==> src/rtl/uart_boot_loader_if.sv <==
`default_nettype none
// ============================================================================
// Module   : uart_boot_loader_if
// Purpose  : UART byte stream in, instruction-memory word write port out.
// Revision : 1.0
// ============================================================================
interface uart_boot_loader_if;
  logic        rx_valid;
  logic [7:0]  rx_data;
  logic        mem_we;
  logic [31:0] mem_addr;
  logic [31:0] mem_wdata;

  // master: byte source / memory sink (receiver + CPU side); slave: the loader
  modport master (
    output rx_valid,
    output rx_data,
    input  mem_we,
    input  mem_addr,
    input  mem_wdata
  );

  modport slave (
    input  rx_valid,
    input  rx_data,
    output mem_we,
    output mem_addr,
    output mem_wdata
  );
endinterface
`default_nettype wire

==> src/rtl/uart_boot_loader.sv <==
`default_nettype none
// ============================================================================
// Module   : uart_boot_loader
// Purpose  : Parses a framed boot image from the UART byte stream, writes it
//            word-wise to instruction memory and releases CPU reset on success.
// Revision : 1.0
// ============================================================================
module uart_boot_loader #(
  parameter int         MAX_BYTES      = 1024,
  parameter int         TIMEOUT_CYCLES = 1000000,
  parameter logic [7:0] SYNC_BYTE      = 8'hA5
) (
  input  logic              clk,
  input  logic              reset,
  uart_boot_loader_if.slave bus,
  output logic              cpu_reset_n,
  output logic              busy,
  output logic              done,
  output logic              error,
  output logic [15:0]       byte_count
);

  localparam int                 TIMER_W    = $clog2(TIMEOUT_CYCLES + 1);
  localparam logic [TIMER_W-1:0] TIMER_LAST = TIMER_W'(TIMEOUT_CYCLES - 1);
  localparam logic [16:0]        MAX_LEN    = 17'(MAX_BYTES);

  typedef enum logic [2:0] {
    IDLE   = 3'd0,
    LEN_LO = 3'd1,
    LEN_HI = 3'd2,
    DATA   = 3'd3,
    CHECK  = 3'd4,
    DONE   = 3'd5,
    ERROR  = 3'd6
  } state_t;

  state_t             state_q, state_d;
  logic [15:0]        len_q, len_d;
  logic [15:0]        byte_count_q, byte_count_d;
  logic [7:0]         csum_q, csum_d;
  logic [23:0]        word_q, word_d;
  logic [TIMER_W-1:0] timer_q, timer_d;
  logic               mem_we_q, mem_we_d;
  logic [31:0]        mem_addr_q, mem_addr_d;
  logic [31:0]        mem_wdata_q, mem_wdata_d;
  logic               cpu_reset_n_q, cpu_reset_n_d;
  logic               busy_q, busy_d;
  logic               done_q, done_d;
  logic               error_q, error_d;

  logic [15:0]        rx_len;
  logic               len_bad;
  logic               in_frame;

  always_comb begin
    state_d      = state_q;
    len_d        = len_q;
    byte_count_d = byte_count_q;
    csum_d       = csum_q;
    word_d       = word_q;
    mem_we_d     = 1'b0;
    mem_addr_d   = mem_addr_q;
    mem_wdata_d  = mem_wdata_q;

    rx_len   = {bus.rx_data, len_q[7:0]};
    len_bad  = (rx_len == 16'd0) || (rx_len[1:0] != 2'b00) || ({1'b0, rx_len} > MAX_LEN);
    in_frame = state_q inside {LEN_LO, LEN_HI, DATA, CHECK};

    case (state_q)
      IDLE, ERROR: begin
        if (bus.rx_valid && (bus.rx_data == SYNC_BYTE)) begin
          state_d      = LEN_LO;
          byte_count_d = 16'd0;
          csum_d       = 8'd0;
          word_d       = 24'd0;
        end
      end
      LEN_LO: begin
        if (bus.rx_valid) begin
          len_d   = {8'h00, bus.rx_data};
          state_d = LEN_HI;
        end
      end
      LEN_HI: begin
        if (bus.rx_valid) begin
          len_d   = rx_len;
          state_d = len_bad ? ERROR : DATA;
        end
      end
      DATA: begin
        if (bus.rx_valid) begin
          csum_d       = csum_q + bus.rx_data;
          byte_count_d = byte_count_q + 16'd1;
          // Lanes 0..2 are buffered; lane 3 completes the word straight from rx_data.
          case (byte_count_q[1:0])
            2'd0: word_d[7:0]   = bus.rx_data;
            2'd1: word_d[15:8]  = bus.rx_data;
            2'd2: word_d[23:16] = bus.rx_data;
            default: begin
              mem_we_d    = 1'b1;
              mem_addr_d  = {16'd0, byte_count_q[15:2], 2'b00};
              mem_wdata_d = {bus.rx_data, word_q};
            end
          endcase
          if (byte_count_q == (len_q - 16'd1)) begin
            state_d = CHECK;
          end
        end
      end
      CHECK: begin
        if (bus.rx_valid) begin
          state_d = (bus.rx_data == csum_q) ? DONE : ERROR;
        end
      end
      DONE: begin
        state_d = DONE;
      end
      default: begin
        state_d = IDLE;
      end
    endcase

    if (in_frame && !bus.rx_valid && (timer_q == TIMER_LAST)) begin
      state_d = ERROR;
    end

    // Idle-gap counter restarts on every byte and on every state change.
    if (in_frame && !bus.rx_valid && (state_d == state_q)) begin
      timer_d = timer_q + TIMER_W'(1);
    end else begin
      timer_d = '0;
    end

    cpu_reset_n_d = (state_d == DONE);
    done_d        = (state_d == DONE);
    error_d       = (state_d == ERROR);
    busy_d        = state_d inside {LEN_LO, LEN_HI, DATA, CHECK};
  end

  always_ff @(posedge clk) begin
    if (reset) begin
      state_q       <= IDLE;
      len_q         <= 16'd0;
      byte_count_q  <= 16'd0;
      csum_q        <= 8'd0;
      word_q        <= 24'd0;
      timer_q       <= '0;
      mem_we_q      <= 1'b0;
      mem_addr_q    <= 32'd0;
      mem_wdata_q   <= 32'd0;
      cpu_reset_n_q <= 1'b0;
      busy_q        <= 1'b0;
      done_q        <= 1'b0;
      error_q       <= 1'b0;
    end else begin
      state_q       <= state_d;
      len_q         <= len_d;
      byte_count_q  <= byte_count_d;
      csum_q        <= csum_d;
      word_q        <= word_d;
      timer_q       <= timer_d;
      mem_we_q      <= mem_we_d;
      mem_addr_q    <= mem_addr_d;
      mem_wdata_q   <= mem_wdata_d;
      cpu_reset_n_q <= cpu_reset_n_d;
      busy_q        <= busy_d;
      done_q        <= done_d;
      error_q       <= error_d;
    end
  end

  assign bus.mem_we    = mem_we_q;
  assign bus.mem_addr  = mem_addr_q;
  assign bus.mem_wdata = mem_wdata_q;
  assign cpu_reset_n   = cpu_reset_n_q;
  assign busy          = busy_q;
  assign done          = done_q;
  assign error         = error_q;
  assign byte_count    = byte_count_q;

endmodule
`default_nettype wire

==> src/flat_wrapper.sv <==
// flat-port wrapper written by rule: the top's interface ports become plain ports
module uart_boot_loader_flat 
#(
  parameter int         MAX_BYTES      = 1024,
  parameter int         TIMEOUT_CYCLES = 1000000,
  parameter logic [7:0] SYNC_BYTE      = 8'hA5
)
  (clk, reset, cpu_reset_n, busy, done, error, byte_count, bus_rx_valid, bus_rx_data, bus_mem_we, bus_mem_addr, bus_mem_wdata);
  uart_boot_loader_if bus_i ();
  input  logic clk;
  input  logic reset;
  output logic cpu_reset_n;
  output logic busy;
  output logic done;
  output logic error;
  output logic [15:0] byte_count;
  input wire logic [$bits(bus_i.rx_valid)-1:0] bus_rx_valid;
  input wire logic [$bits(bus_i.rx_data)-1:0] bus_rx_data;
  output wire logic [$bits(bus_i.mem_we)-1:0] bus_mem_we;
  output wire logic [$bits(bus_i.mem_addr)-1:0] bus_mem_addr;
  output wire logic [$bits(bus_i.mem_wdata)-1:0] bus_mem_wdata;
  assign bus_i.rx_valid = bus_rx_valid;
  assign bus_i.rx_data = bus_rx_data;
  assign bus_mem_we = bus_i.mem_we;
  assign bus_mem_addr = bus_i.mem_addr;
  assign bus_mem_wdata = bus_i.mem_wdata;
  uart_boot_loader #(.MAX_BYTES(MAX_BYTES), .TIMEOUT_CYCLES(TIMEOUT_CYCLES), .SYNC_BYTE(SYNC_BYTE)) u_core (.clk(clk), .reset(reset), .bus(bus_i), .cpu_reset_n(cpu_reset_n), .busy(busy), .done(done), .error(error), .byte_count(byte_count));
endmodule
==> config.mk <==
export PLATFORM = sky130hd
export DESIGN_NAME = uart_boot_loader_flat
export DESIGN_NICKNAME = d
export VERILOG_FILES = /design/src/rtl/uart_boot_loader_if.sv /design/src/rtl/uart_boot_loader.sv /design/src/flat_wrapper.sv
export SDC_FILE = /design/constraint.sdc
export NUM_CORES = 1
export LEC_CHECK = 0
export BUFFER_PORTS_ARGS = -buffer_cell sky130_fd_sc_hd__clkbuf_2
export CORE_MARGIN = 2
export CORE_UTILIZATION = 58
export DETAILED_ROUTE_END_ITERATION = 16
export PLACE_DENSITY = 0.81
export SLEW_MARGIN = 20
export SYNTH_ARGS = -nofsm -noshare
export SYNTH_HDL_FRONTEND = slang
export SYNTH_SLANG_ARGS = --single-unit
==> constraint.sdc <==
create_clock -name clk -period 3.85 [get_ports clk]
set_input_delay 0.1925 -clock clk [delete_from_list [all_inputs] [get_ports clk]]
set_output_delay 0.1925 -clock clk [all_outputs]
set_load 0.02 [all_outputs]
# Word level (Yosys, flattened, before mapping)
# Cells that the tools add are included.
[totals]
reg_bits = 137
word_cells = 103
[op_classes]
bitwise = 5
n_eq_ne = 26
n_reduce_logical = 26
mux = 26
n_lt_le_gt_ge = 1
addsub = 4
[op_table]
columns = ["op", "n"]
rows = [
  ["16-bit 2-to-1 mux", 4],
  ["16-bit case mux with 2 select lines", 2],
  ["24-bit 2-to-1 mux", 2],
  ["24-bit case mux with 2 select lines", 1],
  ["8-bit 2-to-1 mux", 5],
  ["3-bit 2-to-1 mux", 8],
  ["20-bit by 1-bit adder with 20-bit output (second input constant)", 1],
  ["20-bit == test (second input constant)", 1],
  ["3-bit == test (second input constant)", 6],
  ["3-bit case mux with 6 select lines", 1],
  ["16-bit by 1-bit adder with 16-bit output (second input constant)", 1],
  ["16-bit == test", 1],
  ["16-bit by 11-bit > comparator with 1-bit output (second input constant)", 1],
  ["16-bit zero test", 1],
  ["8-bit case mux with 2 select lines", 1],
  ["16-bit by 1-bit subtractor with 16-bit output (second input constant)", 1],
  ["3-bit by 2-bit == test with 1-bit output (second input constant)", 4],
  ["2-bit != test (second input constant)", 6],
  ["3-bit AND reduction", 4],
  ["4-bit AND reduction", 3],
  ["8-bit adder", 1],
  ["8-bit == test", 1],
  ["8-bit == test (second input constant)", 1],
  ["4-bit nonzero test", 2],
  ["16 further kinds", 29],
]

# Longest topological paths before layout
# Gate-level depths: netlist of the first run.
[depth]
depth_word = 11
ltp_mapped = 11
ltp_nobuf = 10

# Least setup slack after synthesis of the first run
# Ideal clock, no wire load.
[synth_timing]
path_type = "register -> register"
startpoint = "register u_core.len_q[3]"
endpoint = "register u_core.timer_q[1]"
path_buffers = 2
stages_incl_launch_ff = 11
period_less_slack_ns = 2.701
path_slack_ns = 1.149
t_arrival_ns = 2.612
cell_sequence = "dfxtp_1 buf_6 nor4_4 nand2_2 or4_1 a311oi_2 nand4_2 o31a_4 xnor2_4 buf_6 nor4b_2"
[synth_via]
elab_chain_cells = 11
word_cells_on_any_way = 16
[synth_lines]
columns = ["item", "line_no", "rtl"]
rows = [
  ["from (decl)", "uart_boot_loader.sv:38", "logic [15:0] len_q, len_d;"],
  ["from (signal assigned)", "uart_boot_loader.sv:157", "len_q <= len_d;"],
  ["branches (longest 5 deep; another with 16-bit by 1-bit subtractor with 16-bit output)", "n/a", ""],
  ["3-bit case mux with 6 select lines (*)", "uart_boot_loader.sv:69", "case (state_q)"],
  ["3-bit 2-to-1 mux (*)", "uart_boot_loader.sv:123", "if (in_frame && !bus.rx_valid && (timer_q == TIMER_LAST)) begin"],
  ["3-bit == test (*)", "uart_boot_loader.sv:128", "if (in_frame && !bus.rx_valid && (state_d == state_q)) begin"],
  ["1-bit logical AND (*)", "uart_boot_loader.sv:128", ""],
  ["1-bit inverter (no line) (*)", "n/a", ""],
  ["2-bit OR reduction (no line) (*)", "n/a", ""],
  ["to (signal assigned)", "uart_boot_loader.sv:161", "timer_q <= timer_d;"],
  ["to (decl)", "uart_boot_loader.sv:42", "logic [TIMER_W-1:0] timer_q, timer_d;"],
]
# Mark *: on every way between the ends.
# A chain may end at the register's enable or synchronous reset.

# Worst setup path in the final report of the first run
[layout_timing]
startpoint = "register u_core.len_q[0]"
endpoint = "register u_core.timer_q[8]"
[layout_via]
elab_chain_cells = 11
word_cells_on_any_way = 17
[layout_lines]
columns = ["item", "line_no"]
rows = [
  ["branches (longest 5 deep; another with 16-bit by 1-bit subtractor with 16-bit output)", "n/a"],
  ["3-bit case mux with 6 select lines (*)", "uart_boot_loader.sv:69"],
  ["3-bit 2-to-1 mux (*)", "uart_boot_loader.sv:123"],
  ["3-bit == test (*)", "uart_boot_loader.sv:128"],
  ["1-bit logical AND (*)", "uart_boot_loader.sv:128"],
  ["1-bit inverter (no line) (*)", "n/a"],
  ["2-bit OR reduction (no line) (*)", "n/a"],
]
# Marks and branches as above.

==> results_dict.tcl, run 1 <==
set metrics [dict create \
    drt_iter0_markers 327 \
    timing.fmax_mhz 310 \
    drive_gt1_share_pct 17.3 \
    die_height_um 112 \
    period_needed_ns 3.23 \
    r2r_slack_ns 0.62 \
    insertion_delay_ns 0.42 \
    crit_required_ns 4.12 \
    tightest_slew_ns 0.846 \
    preCtsSetupSlack_ns 0.630 \
    hold_viol 0 \
    io_pins 96 \
    grt_antenna_before_repair 0 \
    syn_inst 824 \
    fp-row-count 39 \
    drv_cap 0 \
    numClockSinks 137 \
    synth-edff-count 0 \
    nets 896 \
    via_count 5871 \
    reg2reg_depth 10 \
    worst_clock_skew_ns 0.00896 \
    cts_hold_buf 0 \
    setup-tns-final_ns 0 \
    place_congestion 1.01 \
    synthArstFlopShare_pct 0 \
    core_sq_um 11400 \
    post-cts-setup-buffers 0 \
    wl_um 16000 \
    setup_viol 0 \
    gr-usage-met2_pct 41.4 \
    worstSetupEndpoint "u_core.timer_q[8]" \
    fin_util_pct 67.5 \
    tritoncts "done" \
    reg2reg_to "u_core.timer_q[8]" \
    synth_top_cell_by_area "dfxtp_1" \
    power.static_leakage_nw 2.85 \
    crit_type "flip-flop to flip-flop" \
    worstPathArrival_ns 3.50 \
    htree_levels 4 \
    power_mw 3.15 \
    syn2layout_area_growth_pct 13.1 \
    ys_top_cells_by_area "dfxtp_1, nand2_1, a21oi_1" \
    drc 0 \
    n_antenna_cell 0 \
    place_hpwl_um 10200 \
    hold_path_class "primary input to flip-flop" \
    yosys_most_used_dff "dfxtp_1" \
    cp_max_fo 20 \
    avgSynthCellArea_sq_um 8.26 \
    io_buffers 77 \
    crit_path_end_kind "flip-flop" \
    numCtsBuffers 17 \
    grt_pass1_vias 5291 \
    clock_path_buffers 2 \
    yosys-top-cells-count "nand2_1, dfxtp_1, a21oi_1" \
    grt_pass1_wl_um 26100 \
    synth_area_sq_um 6810 \
    ys_seq_area_share_pct 40.3 \
    grt-busiest-layer "met2" \
    setup.worst_path.start "u_core.len_q[0]" \
    yosysUniqueCellTypes 67 \
    cts_resized 0 \
    yosysWarnings 0 \
    slew_violations 0 \
    grtUsageMet3_pct 5.99 \
    rr_startpoint "u_core.len_q[0]" \
    drt-vias-per-instance 5.72 \
    routedWlPerCell_um 15.6 \
    timing.final.crit_share_pct 83.8 \
    rsz0062_at_grt "no" \
    dr.pass1.iters 5 \
    root_buffer "clkbuf_16" \
    clkTransAtPathRegs_ns 0.06 \
    grt_usage_pct 25.5 \
    final.setup.worst_slack_ns 0.623 \
    grt_use_met1_pct 33.2 \
    slew_headroom_pct 43.5 \
    yosysMostFrequentCell "nand2_1" \
    synth_seq_cells 137 \
    initial_core_util_pct 59.6 \
    yosysTopAreaCellShare_pct 40.3 \
    grt.overflow.total 0 \
    grt_start_max_net_pins 72 \
    dieArea_sq_um 12600 \
    die_x_um 112 \
    p_per_area_nw_per_um2 409 \
    ant_nets 0 \
    ir_worst_vdd_uv 412 \
    status "complete, no violations" \
    crit_path_start_kind "flip-flop" \
]
-- worst min-delay path by stage --
stage,slack [ns],depth (start not counted),to,start
final,0.17,2,u_core.bus.mem_we,reset
after global routing,0.18,3,u_core.bus.mem_wdata[30],bus_rx_data[6]
after CTS,0.15,3,u_core.bus.mem_wdata[30],bus_rx_data[6]
after detailed placement,0.44,2,u_core.bus.mem_wdata[5],u_core.word_q[5]
after global placement,0.44,2,u_core.word_q[21],u_core.word_q[21]
after floorplan,0.33,2,u_core.bus.mem_wdata[27],bus_rx_data[3]
-- worst max-delay path, cell delays in order (launching register included) --
cell	delay, ns
dfxtp_1	0.36
inv_1	0.10
ha_1	0.27
nand2b_1	0.12
xor2_1	0.17
or4b_1	0.47
a32oi_1	0.24
nand4_2	0.19
o31a_4	0.37
xnor2_4	0.66
nor4_2	0.13
-- power breakdown --
| part | switching [mW] | internal, mW |
|---|---|---|
| logic | 0.0640 | 0.0144 |
| registers | 0.000219 | 1.42 |
| clock network | 0.645 | 1.01 |
| total | 0.709 | 2.44 |
-- layer usage --
metal | up-vias | part of all wire (%)
met5 | - | 0
met4 | 0 | 2.2
met3 | 35 | 5.5
met2 | 182 | 48
met1 | 2774 | 44
li1 | 2880 | -
-- sequential cells by signal, summed over array words and instances, names as in the netlist, 3 cells and up --
name and cells:
u_core.bus.mem_addr 14, u_core.state_q 3, u_core.byte_count 16, u_core.csum_q 8, u_core.bus.mem_wdata 32, u_core.len_q 16
u_core.word_q 24, u_core.timer_q 20
-- layout make-up --
cell class | instances | area, sq um
repair buffers | 85 | 448
inverters | 15 | 56.3
clock inverters | 12 | 136
multi-input cells | 614 | 3670
fillers | 938 | 3720
flip-flops and latches | 137 | 2740
well taps | 143 | 179
clock buffers | 20 | 467
-- placed cells by master, fill, tap and decap left out, drive strengths merged, types with 3 or more instances in the layout --
| master | n |
|---|---|
| xor2 | 23 |
| and2 | 4 |
| nor4b | 7 |
| clkbuf | 96 |
| nor2 | 71 |
| and3 | 5 |
| or4 | 7 |
| o211ai | 4 |
| a22oi | 8 |
| o21ai | 7 |
| clkinv | 4 |
| nand3 | 56 |
| a21o | 6 |
| or3 | 5 |
| o21a | 3 |
| nand2 | 147 |
| or3b | 3 |
| conb | 18 |
| nor3 | 15 |
| buf | 9 |
| xnor2 | 34 |
| ha | 14 |
| dfxtp | 137 |
| nor2b | 3 |
| nor4 | 25 |
| mux2i | 9 |
| inv | 19 |
| a31oi | 3 |
| nand4 | 12 |
| a21oi | 88 |
| nand2b | 10 |
-- cells by family (layout without fill, tap and decap cells) --
logic type	after synthesis	in the layout	share of synthesized area, %
flops	137	137	40.3
mux	9	9	1.32
simple gates	383	383	29.5
fa+ha+maj	15	15	2.87
other cells	1	18	0.0551
compound gates	132	132	11.6
xor+xnor	57	57	7.61
buf+inv	90	132	6.72
-- per-stage QoR --
| step | cell area (sq um) | hold slack, ns | instances |
|---|---|---|---|
| after detailed placement | 7100 | 0.444 | 994 |
| after global routing | 7700 | 0.178 | 1026 |
| after floorplan | 6870 | 0.329 | 841 |
| after CTS | 7700 | 0.147 | 1026 |
| final | 7700 | 0.167 | 1026 |
| after global placement | 7100 | 0.441 | 994 |
(Power assumes the default switching activity.)
==> inputs of run 2 (changes only) <==
==> constraint.sdc (replaced) <==
create_clock -name clk -period 3.1 [get_ports clk]
set_input_delay 0.155 -clock clk [delete_from_list [all_inputs] [get_ports clk]]
set_output_delay 0.155 -clock clk [all_outputs]
set_load 0.02 [all_outputs]
==> results_dict.tcl, run 2 (synthesized netlist as in run 1, its figures left out) <==
set metrics [dict create \
    status "complete, no violations" \
    io_pins 96 \
    path_buf_inv 2 \
    ant_nets 0 \
    setup-tns-final_ns 0 \
    timing.final.crit_share_pct 95.3 \
    setup_viol 0 \
    final_cell_mix "nand2_1, dfxtp_1, a21oi_1" \
    layout_commonest_cell "nand2_1" \
    tritoncts "done" \
    worstPathArrival_ns 3.29 \
    wl_um 16500 \
    grt_usage_pct 26.7 \
    placed_cell_area_sq_um 7230 \
    power.static_leakage_nw 2.93 \
    drt_iter0_markers 430 \
    r2r_slack_ns 0.15 \
    grt_antenna_before_repair 0 \
    grt_pass1_vias 5571 \
    syn2layout_area_growth_pct 15.2 \
    drc 0 \
    io_buffers 77 \
    drv_cap 0 \
    crit_cells 11 \
    tightest_slew_ns 0.796 \
    worst_clock_skew_ns 0.00879 \
    final.setup.worst_slack_ns 0.147 \
    timing.fmax_mhz 339 \
    p_per_area_nw_per_um2 485 \
    slew_violations 0 \
    crit_path_end_kind "flip-flop" \
    reg2reg_depth 11 \
    preCtsSetupSlack_ns -0.104 \
    nets 914 \
    cp_slowest_stage_delay_ns 0.39 \
    hold_path_class "primary input to flip-flop" \
    grt_pass1_wl_um 27200 \
    hold_viol 0 \
    ir_worst_vdd_uv 398 \
    fp-row-count 39 \
    largest_reg_flops 32 \
    numCtsBuffers 17 \
    clock_path_buffers 2 \
    crit_slowest_cell "nor4b_2" \
    hold_start "bus_rx_data[6]" \
    cp_cell_sequence "inv_1 > ha_2 > nor4b_2 > nand4_1 > nor3_1 > a311o_1 > nand4_2 > o31a_4 > xnor2_4 > buf_12 > nor4_2" \
    crit_type "flip-flop to flip-flop" \
    slew_headroom_pct 46.8 \
    insertion_delay_ns 0.43 \
    cp_max_fo 10 \
    grt_start_max_net_pins 55 \
    dr.pass1.iters 5 \
    rsz0062_at_grt "yes" \
    worstSetupEndpoint "u_core.timer_q[13]" \
    via_count 5945 \
    setup.worst_path.start "u_core.len_q[0]" \
    rr_startpoint "u_core.len_q[0]" \
    dieArea_sq_um 12600 \
    cts_hold_buf 0 \
    n_antenna_cell 0 \
    die_height_um 112 \
    finalInstanceArea_sq_um 7850 \
    crit_path_start_kind "flip-flop" \
    place_congestion 0.929 \
    routedWlPerCell_um 15.8 \
    initial_core_util_pct 59.6 \
    numClockSinks 137 \
    drive_gt1_share_pct 19.1 \
    crit_required_ns 3.44 \
    critPathTopFamily "simple AND/OR/NAND/NOR gates" \
    period_needed_ns 2.95 \
    die_x_um 112 \
    core_sq_um 11400 \
    place_hpwl_um 10700 \
    nFillCells 936 \
    root_buffer "clkbuf_16" \
    grt.overflow.total 0 \
    reg2reg_to "u_core.timer_q[13]" \
    clkTransAtPathRegs_ns 0.06 \
    htree_levels 4 \
    drt-vias-per-instance 5.69 \
]
[run 2: cell count changes in the layout (fill, tap and decap cells not counted), moves of 2 or more]
cell      change
clkbuf_8      -3
inv_6         +2
buf_4        +15
buf_12        +2
[run 2: worst min path at each step]
stage,end,slack [ns],depth (start not counted)
6_report,u_core.bus.mem_wdata[30],0.13,3
3_5_place_dp,u_core.word_q[14],0.44,2
2_1_floorplan,u_core.bus.mem_wdata[27],0.29,2
5_1_grt,u_core.bus.mem_wdata[30],0.14,3
3_3_place_gp,u_core.word_q[16],0.44,2
4_1_cts,u_core.bus.mem_wdata[30],0.11,3
[run 2: through the flow]
step / power, mW / utilization [%] / instances / hold WS, ns
2_1_floorplan: 1.88 / - / 841 / 0.291
3_3_place_gp: 1.90 / 63.3 / 1010 / 0.440
3_5_place_dp: 1.90 / 63.3 / 1010 / 0.443
4_1_cts: 3.82 / 68.5 / 1043 / 0.114
5_1_grt: 3.90 / 68.7 / 1044 / 0.137
6_report: 3.81 / 68.7 / 1044 / 0.132
[run 2: metal layers]
metal | global-route usage (%) | wire length, um | part of all wire, %
met1 | 33.7 | 7210 | 44
met2 | 43.8 | 8120 | 49
met3 | 6.53 | 855 | 5.2
met4 | 11.3 | 316 | 1.9
met5 | 0 | 0 | 0
[run 2: repair_timing]
item | 4_1_cts | 5_1_grt
gates resized for setup | 1 | 1
pin swaps | 1 | 1
cloned | 1 | 0
endpoints found under the setup margin | 20 | 21
buffers inserted | 0 | 1
[run 2: worst register-to-register path, delay by kind of cell (launching register included)]
kind,cells,cell delay [ns]
buffers and inverters,2,0.28
adders and majority gates,1,0.24
and+or+nand+nor,5,1.25
AOI/OAI and AO/OA,2,0.56
DFF,1,0.36
xor gates and xnor gates,1,0.18
[run 2: power breakdown]
part / switching, mW / internal [mW] / leakage [nW]
Combinational: 0.0816 / 0.0206 / 1.55
Clock: 0.826 / 1.12 / 0.274
Sequential: 0.000261 / 1.76 / 1.10
[run 2: cell type report]
cell class	count	area (sq um)	share of cell area (%)
timing repair buffer	102	601	7.65
clock inverter	15	139	1.77
clock buffer	17	425	5.42
multi-input combinational	615	3700	47.2
tap	143	179	2.28
inverter	15	56.3	0.718
sequential	137	2740	35.0
==> inputs of run 3 (changes only) <==
--- a/config.mk
+++ b/config.mk
@@ -6,7 +6,6 @@
 export NUM_CORES = 1
 export LEC_CHECK = 0
 export BUFFER_PORTS_ARGS = -buffer_cell sky130_fd_sc_hd__clkbuf_2
-export CORE_MARGIN = 2
 export CORE_UTILIZATION = 58
 export DETAILED_ROUTE_END_ITERATION = 16
 export PLACE_DENSITY = 0.81
==> results_dict.tcl, run 3 (synthesized netlist as in run 1, its figures left out) <==
set metrics [dict create \
    grt_pass1_vias 5356 \
    core_sq_um 11400 \
    numCtsBuffers 17 \
    initial_core_util_pct 59.6 \
    crit_path_start_kind "flip-flop" \
    grt_pass1_wl_um 25600 \
    place_congestion 0.895 \
    drc 0 \
    crit_required_ns 3.39 \
    io_pins 96 \
    ant_nets 0 \
    power.switching_mw 0.860 \
    reg2reg_to "u_core.timer_q[5]" \
    clkTransAtPathRegs_ns 0.06 \
    final_cell_mix "nand2_1, dfxtp_1, a21oi_1" \
    worstPathArrival_ns 3.20 \
    die_height_um 110 \
    p_sw_share_pct 22.5 \
    syn2layout_area_growth_pct 15.5 \
    p_per_area_nw_per_um2 486 \
    drt_iter0_markers 333 \
    timing.final.crit_share_pct 93.8 \
    cts_hold_buf 0 \
    timing.fmax_mhz 344 \
    dp.cells 1011 \
    ir_worst_vdd_uv 448 \
    wl_um 15800 \
    hold_viol 0 \
    dr.pass1.iters 6 \
    power_mw 3.82 \
    post-cts-setup-buffers 0 \
    hold_path_class "primary input to flip-flop" \
    rr_startpoint "u_core.len_q[3]" \
    drt-vias-per-instance 5.70 \
    reg2reg_depth 8 \
    setup_viol 0 \
    place_hpwl_um 10500 \
    finalInstanceArea_sq_um 7860 \
    n_antenna_cell 0 \
    grt.overflow.total 0 \
    tritoncts "done" \
    placed_cell_area_sq_um 7250 \
    power_frac_seq_pct 46.1 \
    fp-row-count 39 \
    finalNonFillerCells 1044 \
    crit_type "flip-flop to flip-flop" \
    crit_path_end_kind "flip-flop" \
    drv_cap 0 \
    period_needed_ns 2.91 \
    insertion_delay_ns 0.43 \
    via_count 5953 \
    io_buffers 77 \
    slew_headroom_pct 47.6 \
    drive_gt1_share_pct 19.1 \
    routedWlPerCell_um 15.1 \
    r2r_slack_ns 0.19 \
    worstSetupEndpoint "u_core.timer_q[5]" \
    largest_reg_flops 32 \
    nets 914 \
    p_int_mw 2.96 \
    p_clk_share_pct 51.3 \
    cp_max_fo 10 \
    grt_usage_pct 27.4 \
    tightest_slew_ns 0.784 \
    root_buffer "clkbuf_16" \
    status "complete, no violations" \
    worst_clock_skew_ns 0.00883 \
    clock_path_buffers 2 \
    grt_start_max_net_pins 65 \
    slew_violations 0 \
    die_x_um 110 \
    layout_commonest_cell "nand2_1" \
    grt_antenna_before_repair 0 \
    p_comb_share_pct 2.6 \
    preCtsSetupSlack_ns -0.0393 \
    setup-tns-final_ns 0 \
    final.setup.worst_slack_ns 0.191 \
    numClockSinks 137 \
    setup.worst_path.start "u_core.len_q[3]" \
    dieArea_sq_um 12200 \
    rsz0062_at_grt "no" \
    power.static_leakage_nw 2.92 \
    htree_levels 4 \
]
## run 3: cell types whose count changed in the layout (fill, tap and decap cells not counted)
cell        before  now
clkbuf_1         0    1
clkinv_4         0    3
inv_8            2    0
clkinv_2         4    2
dfxtp_2          0    1
bufinv_16        1    2
clkinvlp_4       3    6
dfxtp_1        137  136
inv_6            5    1
## run 3: stage by stage
step / utilization [%] / hold slack, ns
after global routing: 68.9 / 0.150
after CTS: 68.8 / 0.107
after floorplan: - / 0.291
after detailed placement: 63.5 / 0.443
final: 68.9 / 0.128
after global placement: 63.5 / 0.440
## run 3: routing by layer
metal,global-route usage [%],part of all wire (%)
met1,34.4,44
met2,45.3,48
met3,6.00,5.4
met4,11.5,2.1
met5,0,0
## run 3: critical path: stages (launching register included)
cell      delay (ns)
dfxtp_1         0.40
nor4_4          0.35
nand2_2         0.09
or4_1           0.52
a311oi_2        0.31
nand4_2         0.18
o31a_4          0.37
xnor2_4         0.44
nor4_2          0.11
## run 3: repair_timing
action,in CTS,in global routing
gates resized for setup,1,2
pin swaps,1,0
setup endpoints to repair,20,7
cloned,1,0
## run 3: worst min-delay path by stage
stage                            startpoint                        to  slack [ns]  cells after the start
after floorplan              bus_rx_data[3]  u_core.bus.mem_wdata[27]        0.29                      2
after global placement    u_core.word_q[18]         u_core.word_q[18]        0.44                      2
after detailed placement  u_core.word_q[11]         u_core.word_q[11]        0.44                      2
after CTS                    bus_rx_data[6]  u_core.bus.mem_wdata[30]        0.11                      3
after global routing         bus_rx_data[6]  u_core.bus.mem_wdata[30]        0.15                      3
final                        bus_rx_data[6]  u_core.bus.mem_wdata[30]        0.13                      3
## run 3: cell type report
class	instances	area, sq um
Multi-Input combinational cell	615	3700
Fill cell	902	3560
Sequential cell	137	2740
Timing Repair Buffer	102	601
Clock buffer	18	429
Tap cell	143	179
Clock inverter	14	150
Inverter	15	56.3
## run 3: power groups by stage
| stage | logic (mW) | registers (mW) | clock network [mW] |
|---|---|---|---|
| after floorplan | 0.0838 | 1.80 | 0 |
| after detailed placement | 0.0988 | 1.80 | 0 |
| after global routing | 0.109 | 1.76 | 2.06 |
| after global placement | 0.0988 | 1.80 | 0 |
| after CTS | 0.0992 | 1.76 | 1.98 |
| final | 0.101 | 1.76 | 1.96 |
